--- src/rtl/video_top_if.sv ---
// Video stream and hardware-support bus interfaces for the video controller.
interface video_if;
  logic        CLK;
  logic        HS;
  logic        VS;
  logic        BLANK;
  logic [23:0] RGB;
  modport master (output CLK, HS, VS, BLANK, RGB);
  modport slave  (input  CLK, HS, VS, BLANK, RGB);
endinterface

interface hws_if;
  logic [15:0] address;
  logic        read;
  logic        write;
  logic [31:0] writedata;
  modport master (output address, read, write, writedata);
  modport slave  (input  address, read, write, writedata);
endinterface

--- src/rtl/video_top.sv ---
// Video controller top: reset synchroniser, VGA-style timing with a 16-pixel
// white grid test pattern, and board status LEDs.
module video_top #(
  parameter int HDISP      = 800,
  parameter int VDISP      = 480,
  parameter int HFP        = 40,
  parameter int HPULSE     = 48,
  parameter int HBP        = 40,
  parameter int VFP        = 13,
  parameter int VPULSE     = 3,
  parameter int VBP        = 29,
  parameter int BLINK_HALF = 25_000_000
) (
  input  logic       FPGA_CLK1_50,
  input  logic [1:0] KEY,
  output logic [7:0] LED,
  input  logic [3:0] SW,
  video_if.master    video_ifm,
  hws_if.master      hws_ifm
);
  localparam int HTOT = HDISP + HFP + HPULSE + HBP;
  localparam int VTOT = VDISP + VFP + VPULSE + VBP;
  localparam int HW   = $clog2(HTOT);
  localparam int VW   = $clog2(VTOT);
  localparam int BW   = (BLINK_HALF > 1) ? $clog2(BLINK_HALF) : 1;

  logic clk;
  logic key_rst_n;
  logic unused_key;
  assign clk        = FPGA_CLK1_50;
  assign key_rst_n  = KEY[0];
  assign unused_key = KEY[1];

  // Asynchronous assert, synchronous two-stage release of the internal reset.
  logic [1:0] rst_sync_reg;
  logic       rst_n;
  always_ff @(posedge clk or negedge key_rst_n) begin
    if (!key_rst_n) rst_sync_reg <= 2'b00;
    else            rst_sync_reg <= {rst_sync_reg[0], 1'b1};
  end
  assign rst_n = rst_sync_reg[1];

  logic [HW-1:0] hcnt;
  logic [VW-1:0] vcnt;
  logic          hlast;
  logic          vlast;
  assign hlast = (hcnt == HW'(HTOT - 1));
  assign vlast = (vcnt == VW'(VTOT - 1));

  always_ff @(posedge clk or negedge rst_n) begin
    if (!rst_n) begin
      hcnt <= '0;
      vcnt <= '0;
    end else begin
      hcnt <= hlast ? '0 : hcnt + 1'b1;
      if (hlast) vcnt <= vlast ? '0 : vcnt + 1'b1;
    end
  end

  logic        blank_next;
  logic        hs_next;
  logic        vs_next;
  logic [23:0] rgb_next;
  always_comb begin
    blank_next = (hcnt < HW'(HDISP)) && (vcnt < VW'(VDISP));
    hs_next    = !((hcnt >= HW'(HDISP + HFP)) && (hcnt < HW'(HDISP + HFP + HPULSE)));
    vs_next    = !((vcnt >= VW'(VDISP + VFP)) && (vcnt < VW'(VDISP + VFP + VPULSE)));
    rgb_next   = (blank_next && (hcnt[3:0] == 4'd0 || vcnt[3:0] == 4'd0)) ? 24'hFFFFFF : 24'h000000;
  end

  // Decoded outputs are registered so all four stay aligned one clock behind the counters.
  logic        blank_reg;
  logic        hs_reg;
  logic        vs_reg;
  logic [23:0] rgb_reg;
  always_ff @(posedge clk or negedge rst_n) begin
    if (!rst_n) begin
      blank_reg <= 1'b0;
      hs_reg    <= 1'b1;
      vs_reg    <= 1'b1;
      rgb_reg   <= 24'h000000;
    end else begin
      blank_reg <= blank_next;
      hs_reg    <= hs_next;
      vs_reg    <= vs_next;
      rgb_reg   <= rgb_next;
    end
  end

  logic [BW-1:0] blink_cnt;
  logic          led1_reg;
  always_ff @(posedge clk or negedge rst_n) begin
    if (!rst_n) begin
      blink_cnt <= '0;
      led1_reg  <= 1'b0;
    end else if (blink_cnt == BW'(BLINK_HALF - 1)) begin
      blink_cnt <= '0;
      led1_reg  <= ~led1_reg;
    end else begin
      blink_cnt <= blink_cnt + 1'b1;
    end
  end

  assign LED = {2'b00, SW, led1_reg, KEY[0]};

  assign video_ifm.CLK   = FPGA_CLK1_50;
  assign video_ifm.HS    = hs_reg;
  assign video_ifm.VS    = vs_reg;
  assign video_ifm.BLANK = blank_reg;
  assign video_ifm.RGB   = rgb_reg;

  assign hws_ifm.address   = '0;
  assign hws_ifm.read      = 1'b0;
  assign hws_ifm.write     = 1'b0;
  assign hws_ifm.writedata = '0;
endmodule

--- src/flat_wrapper.sv ---
// flat-port wrapper written by rule: the top's interface ports become plain ports
module video_top_flat 
#(
  parameter int HDISP      = 800,
  parameter int VDISP      = 480,
  parameter int HFP        = 40,
  parameter int HPULSE     = 48,
  parameter int HBP        = 40,
  parameter int VFP        = 13,
  parameter int VPULSE     = 3,
  parameter int VBP        = 29,
  parameter int BLINK_HALF = 25_000_000
)
  (FPGA_CLK1_50, KEY, LED, SW, video_ifm_CLK, video_ifm_HS, video_ifm_VS, video_ifm_BLANK, video_ifm_RGB, hws_ifm_address, hws_ifm_read, hws_ifm_write, hws_ifm_writedata);
  video_if video_ifm_i ();
  hws_if hws_ifm_i ();
  input  logic FPGA_CLK1_50;
  input  logic [1:0] KEY;
  output logic [7:0] LED;
  input  logic [3:0] SW;
  output wire logic [$bits(video_ifm_i.CLK)-1:0] video_ifm_CLK;
  output wire logic [$bits(video_ifm_i.HS)-1:0] video_ifm_HS;
  output wire logic [$bits(video_ifm_i.VS)-1:0] video_ifm_VS;
  output wire logic [$bits(video_ifm_i.BLANK)-1:0] video_ifm_BLANK;
  output wire logic [$bits(video_ifm_i.RGB)-1:0] video_ifm_RGB;
  output wire logic [$bits(hws_ifm_i.address)-1:0] hws_ifm_address;
  output wire logic [$bits(hws_ifm_i.read)-1:0] hws_ifm_read;
  output wire logic [$bits(hws_ifm_i.write)-1:0] hws_ifm_write;
  output wire logic [$bits(hws_ifm_i.writedata)-1:0] hws_ifm_writedata;
  assign video_ifm_CLK = video_ifm_i.CLK;
  assign video_ifm_HS = video_ifm_i.HS;
  assign video_ifm_VS = video_ifm_i.VS;
  assign video_ifm_BLANK = video_ifm_i.BLANK;
  assign video_ifm_RGB = video_ifm_i.RGB;
  assign hws_ifm_address = hws_ifm_i.address;
  assign hws_ifm_read = hws_ifm_i.read;
  assign hws_ifm_write = hws_ifm_i.write;
  assign hws_ifm_writedata = hws_ifm_i.writedata;
  video_top #(.HDISP(HDISP), .VDISP(VDISP), .HFP(HFP), .HPULSE(HPULSE), .HBP(HBP), .VFP(VFP), .VPULSE(VPULSE), .VBP(VBP), .BLINK_HALF(BLINK_HALF)) u_core (.FPGA_CLK1_50(FPGA_CLK1_50), .KEY(KEY), .LED(LED), .SW(SW), .video_ifm(video_ifm_i), .hws_ifm(hws_ifm_i));
endmodule
--- config.mk ---
export PLATFORM = sky130hd
export DESIGN_NAME = video_top_flat
export DESIGN_NICKNAME = d
export VERILOG_FILES = /design/src/rtl/video_top_if.sv /design/src/rtl/video_top.sv /design/src/flat_wrapper.sv
export SDC_FILE = /design/constraint.sdc
export NUM_CORES = 1
export LEC_CHECK = 0
export CORE_UTILIZATION = 52
export DETAILED_ROUTE_END_ITERATION = 8
export PLACE_DENSITY_LB_ADDON = 0.08
export SLEW_MARGIN = 0
export SYNTH_ARGS = -nofsm -noshare
export SYNTH_HDL_FRONTEND = slang
export SYNTH_SLANG_ARGS = --single-unit
--- constraint.sdc ---
create_clock -name FPGA_CLK1_50 -period 3 [get_ports FPGA_CLK1_50]
set_input_delay 0.6 -clock FPGA_CLK1_50 [delete_from_list [all_inputs] [get_ports FPGA_CLK1_50]]
set_output_delay 0.6 -clock FPGA_CLK1_50 [all_outputs]
set_load 0.01 [all_outputs]
==> impl_metrics.yaml <==
run_status:
  status: "complete, no violations"
cells_and_area:
  final_area_mm2: 0.00326
  finalNetCount: 344
  drive_gt1_share_pct: 6.33
  area_growth_pct: 3.04
  largest_register_ffs: 25
  top_regs: "u_core.blink_cnt (25), u_core.hcnt (10), u_core.vcnt (10)"
  regMostFlops: "u_core.blink_cnt"
  postLayoutCoreUtil_pct: 55.4
  diodes: 0
  fillCellCount: 550
power:
  p_sw_w: 0.000289
  p_clk_share_pct: 44.6
  p_comb_share_pct: 2.8
  p_sw_share_pct: 21.4
  p_int_w: 0.00106
  p_leak_nw: 1.44
  ir_drop_uv: 308
  powerDensity_mw_per_mm2: 414
  p_seq_share_pct: 52.6
setup_path:
  critPathKind: "clock port to output pin"
  r2r_end: "u_core.blink_cnt[13]"
  critPathMaxFanout: 2
  critical_path_buf_inv_count: 3
  endpoint_kind: "output pin"
  required_ns: 2.40
  worstSetupStartpointType: "clock port"
  critical_path_depth: 3
  r2r_slack_ns: 1.04
  crit_slowest_cell: "clkdlybuf4s50_1"
  critical-path-max-stage-delay_ns: 0.46
  crit_chain: "clkbuf_8, clkbuf_8, clkdlybuf4s50_1"
  r2r_cells: 4
  critical_path.top_delay_family: "buffers and inverters"
  worstPathArrival_ns: 2.18
  crit_top_cell: "clkbuf_8"
  r2r_start: "u_core.blink_cnt[3]"
detailed_routing:
  vias_per_cell: 4.83
  via_count: 1966
  firstDrtPassIters: 4
  wl_per_cell_um: 12.4
  drtIter0Drc: 73
  antenna_left: 0
  post-route-drc-count: 0
  routed_wl_um: 5040
floorplanning:
  initial_core_util_pct: 53.8
  die-area_mm2: 0.00640
  die_x_um: 80.0
  num_rows: 28
  ios: 93
  die_y_um: 80.0
  core_area_mm2: 0.00589
min_path:
  hold_class: "input pin to async pin"
logic_synthesis:
  yosysSeqAreaShare_pct: 41.2
  yosys_warnings: 0
  synth_area_leaders: "dfrtp_1, buf_4, xnor2_1"
  netlist_instances: 330
  async_flop_share_pct: 100
  synthFlopType: "dfrtp_1"
  synth_commonest_cells: "buf_4, dfrtp_1, nand3_1, nand4_1"
  synth_cell_types: 45
  synth_edf_count: 0
  syn_area_mm2: 0.00316
  synth_top_cell_by_area: "dfrtp_1"
  synth-seq-cells: 52
  yosysMostFrequentCell: "buf_4"
  syn_avg_cell_area_um2: 9.59
  synth_top_area_share_pct: 39.5
timing:
  final-setup-viol-count: 0
  rsz0062_at_grt: "false"
  hold_viol: 0
  worst_slew_pin_slew_ns: 0.789
  fin_ws_ns: 0.217
  fin_setup_tns_ns: 0
  relSlewSlack_pct: 47.4
  final_max_slew_viol_count: 0
  fin_skew_ns: 0.0135
global_routing:
  grt_max_degree: 38
  grt_pass1_wl_um: 8210
  antenna_found_initial: 0
  track_usage_pct: 17.0
  grt-ovfl-total: 0
  grt_pass1_vias: 1795
place:
  place_area_mm2: 0.00311
  hpwl_um: 3560
  pre_cts_ws_ns: 0.451
  place_congestion: 0.787
  portBuffers: 31
cts:
  insertion_delay_ns: 0.41
  clk_pin_slew_ns: 0.10
  cts_tree: "done"
  cts_resized: 0
  postCtsSetupBuffers: 0
  cts_hold_buf: 0
run:
  cap_violations: 0
cells by family (layout without fill, tap and decap cells):
family / count (synthesis) / after routing / synth area share, %
and+or+nand+nor: 108 / 108 / 19.9
AOI/OAI and AO/OA: 30 / 30 / 5.77
other: 2 / 53 / 0.237
muxes: 4 / 4 / 1.30
adders and majority gates: 6 / 6 / 2.37
buffers and inverters: 103 / 54 / 22.3
xor gates and xnor gates: 25 / 25 / 6.92
DFF: 52 / 52 / 41.2
layer usage:
layer	wire [um]	GRT usage [%]
met5	0	0
met4	106	9.46
met3	104	3.20
met2	2400	27.7
met1	2430	21.0
layout by cell type (no fill, tap or decap), drive strengths merged, types with 2 or more instances in the layout:
master         synthesis  final
nand4                 16     16
mux2i                  3      3
buf                   86      3
dfstp                  2      2
nand3                 17     17
and4                   6      6
nor2                  14     14
and4b                  2      2
o21a                   3      3
nor2b                  3      3
dfrtp                 50     50
ha                     6      6
conb                   2     53
nor4b                  2      2
clkbuf                 8     10
and3                   5      5
xnor2                 14     14
nand2                 14     14
inv                    9      9
clkdlybuf4s50          0     31
o21ai                  7      7
xor2                  11     11
nor3b                  2      2
and2                   4      4
or4                    3      3
a21oi                 12     12
nor3                   6      6
or3                    8      8
o31ai                  3      3
nor4                   3      3
worst max-delay path by stage:
stage	start	end	slack [ns]
after floorplan	FPGA_CLK1_50	video_ifm_CLK	0.78
after global placement	FPGA_CLK1_50	video_ifm_CLK	0.45
after detailed placement	FPGA_CLK1_50	video_ifm_CLK	0.45
after CTS	FPGA_CLK1_50	video_ifm_CLK	0.21
after global routing	FPGA_CLK1_50	video_ifm_CLK	0.20
final	FPGA_CLK1_50	video_ifm_CLK	0.22
final cells by class:
type / instances / area [um^2] / area share, %
sequential: 52 / 1310 / 40.0
clock inverter: 1 / 30.0 / 0.921
timing repair buffer: 33 / 323 / 9.90
clock buffer: 11 / 128 / 3.91
multi-input combinational: 226 / 1350 / 41.3
tap: 75 / 93.8 / 2.88
inverter: 9 / 33.8 / 1.04
through the flow:
stage / hold WS [ns] / instances / total power, W
floorplan: 0.304 / 381 / 0.000838
global placement: 0.338 / 396 / 0.000796
detailed placement: 0.341 / 396 / 0.000796
CTS: 0.338 / 407 / 0.00137
global route: 0.337 / 407 / 0.00141
finish: 0.345 / 407 / 0.00135
power by group through the flow:
stage / clock network, W / registers, W / logic [W]
global route: 0.000652 / 0.000714 / 0.0000442
floorplan: 0.0000275 / 0.000725 / 0.0000855
CTS: 0.000622 / 0.000712 / 0.0000365
global placement: 0.0000339 / 0.000726 / 0.0000365
finish: 0.000603 / 0.000711 / 0.0000373
detailed placement: 0.0000339 / 0.000726 / 0.0000364
Note: power is estimated with default switching activity, not from simulation.
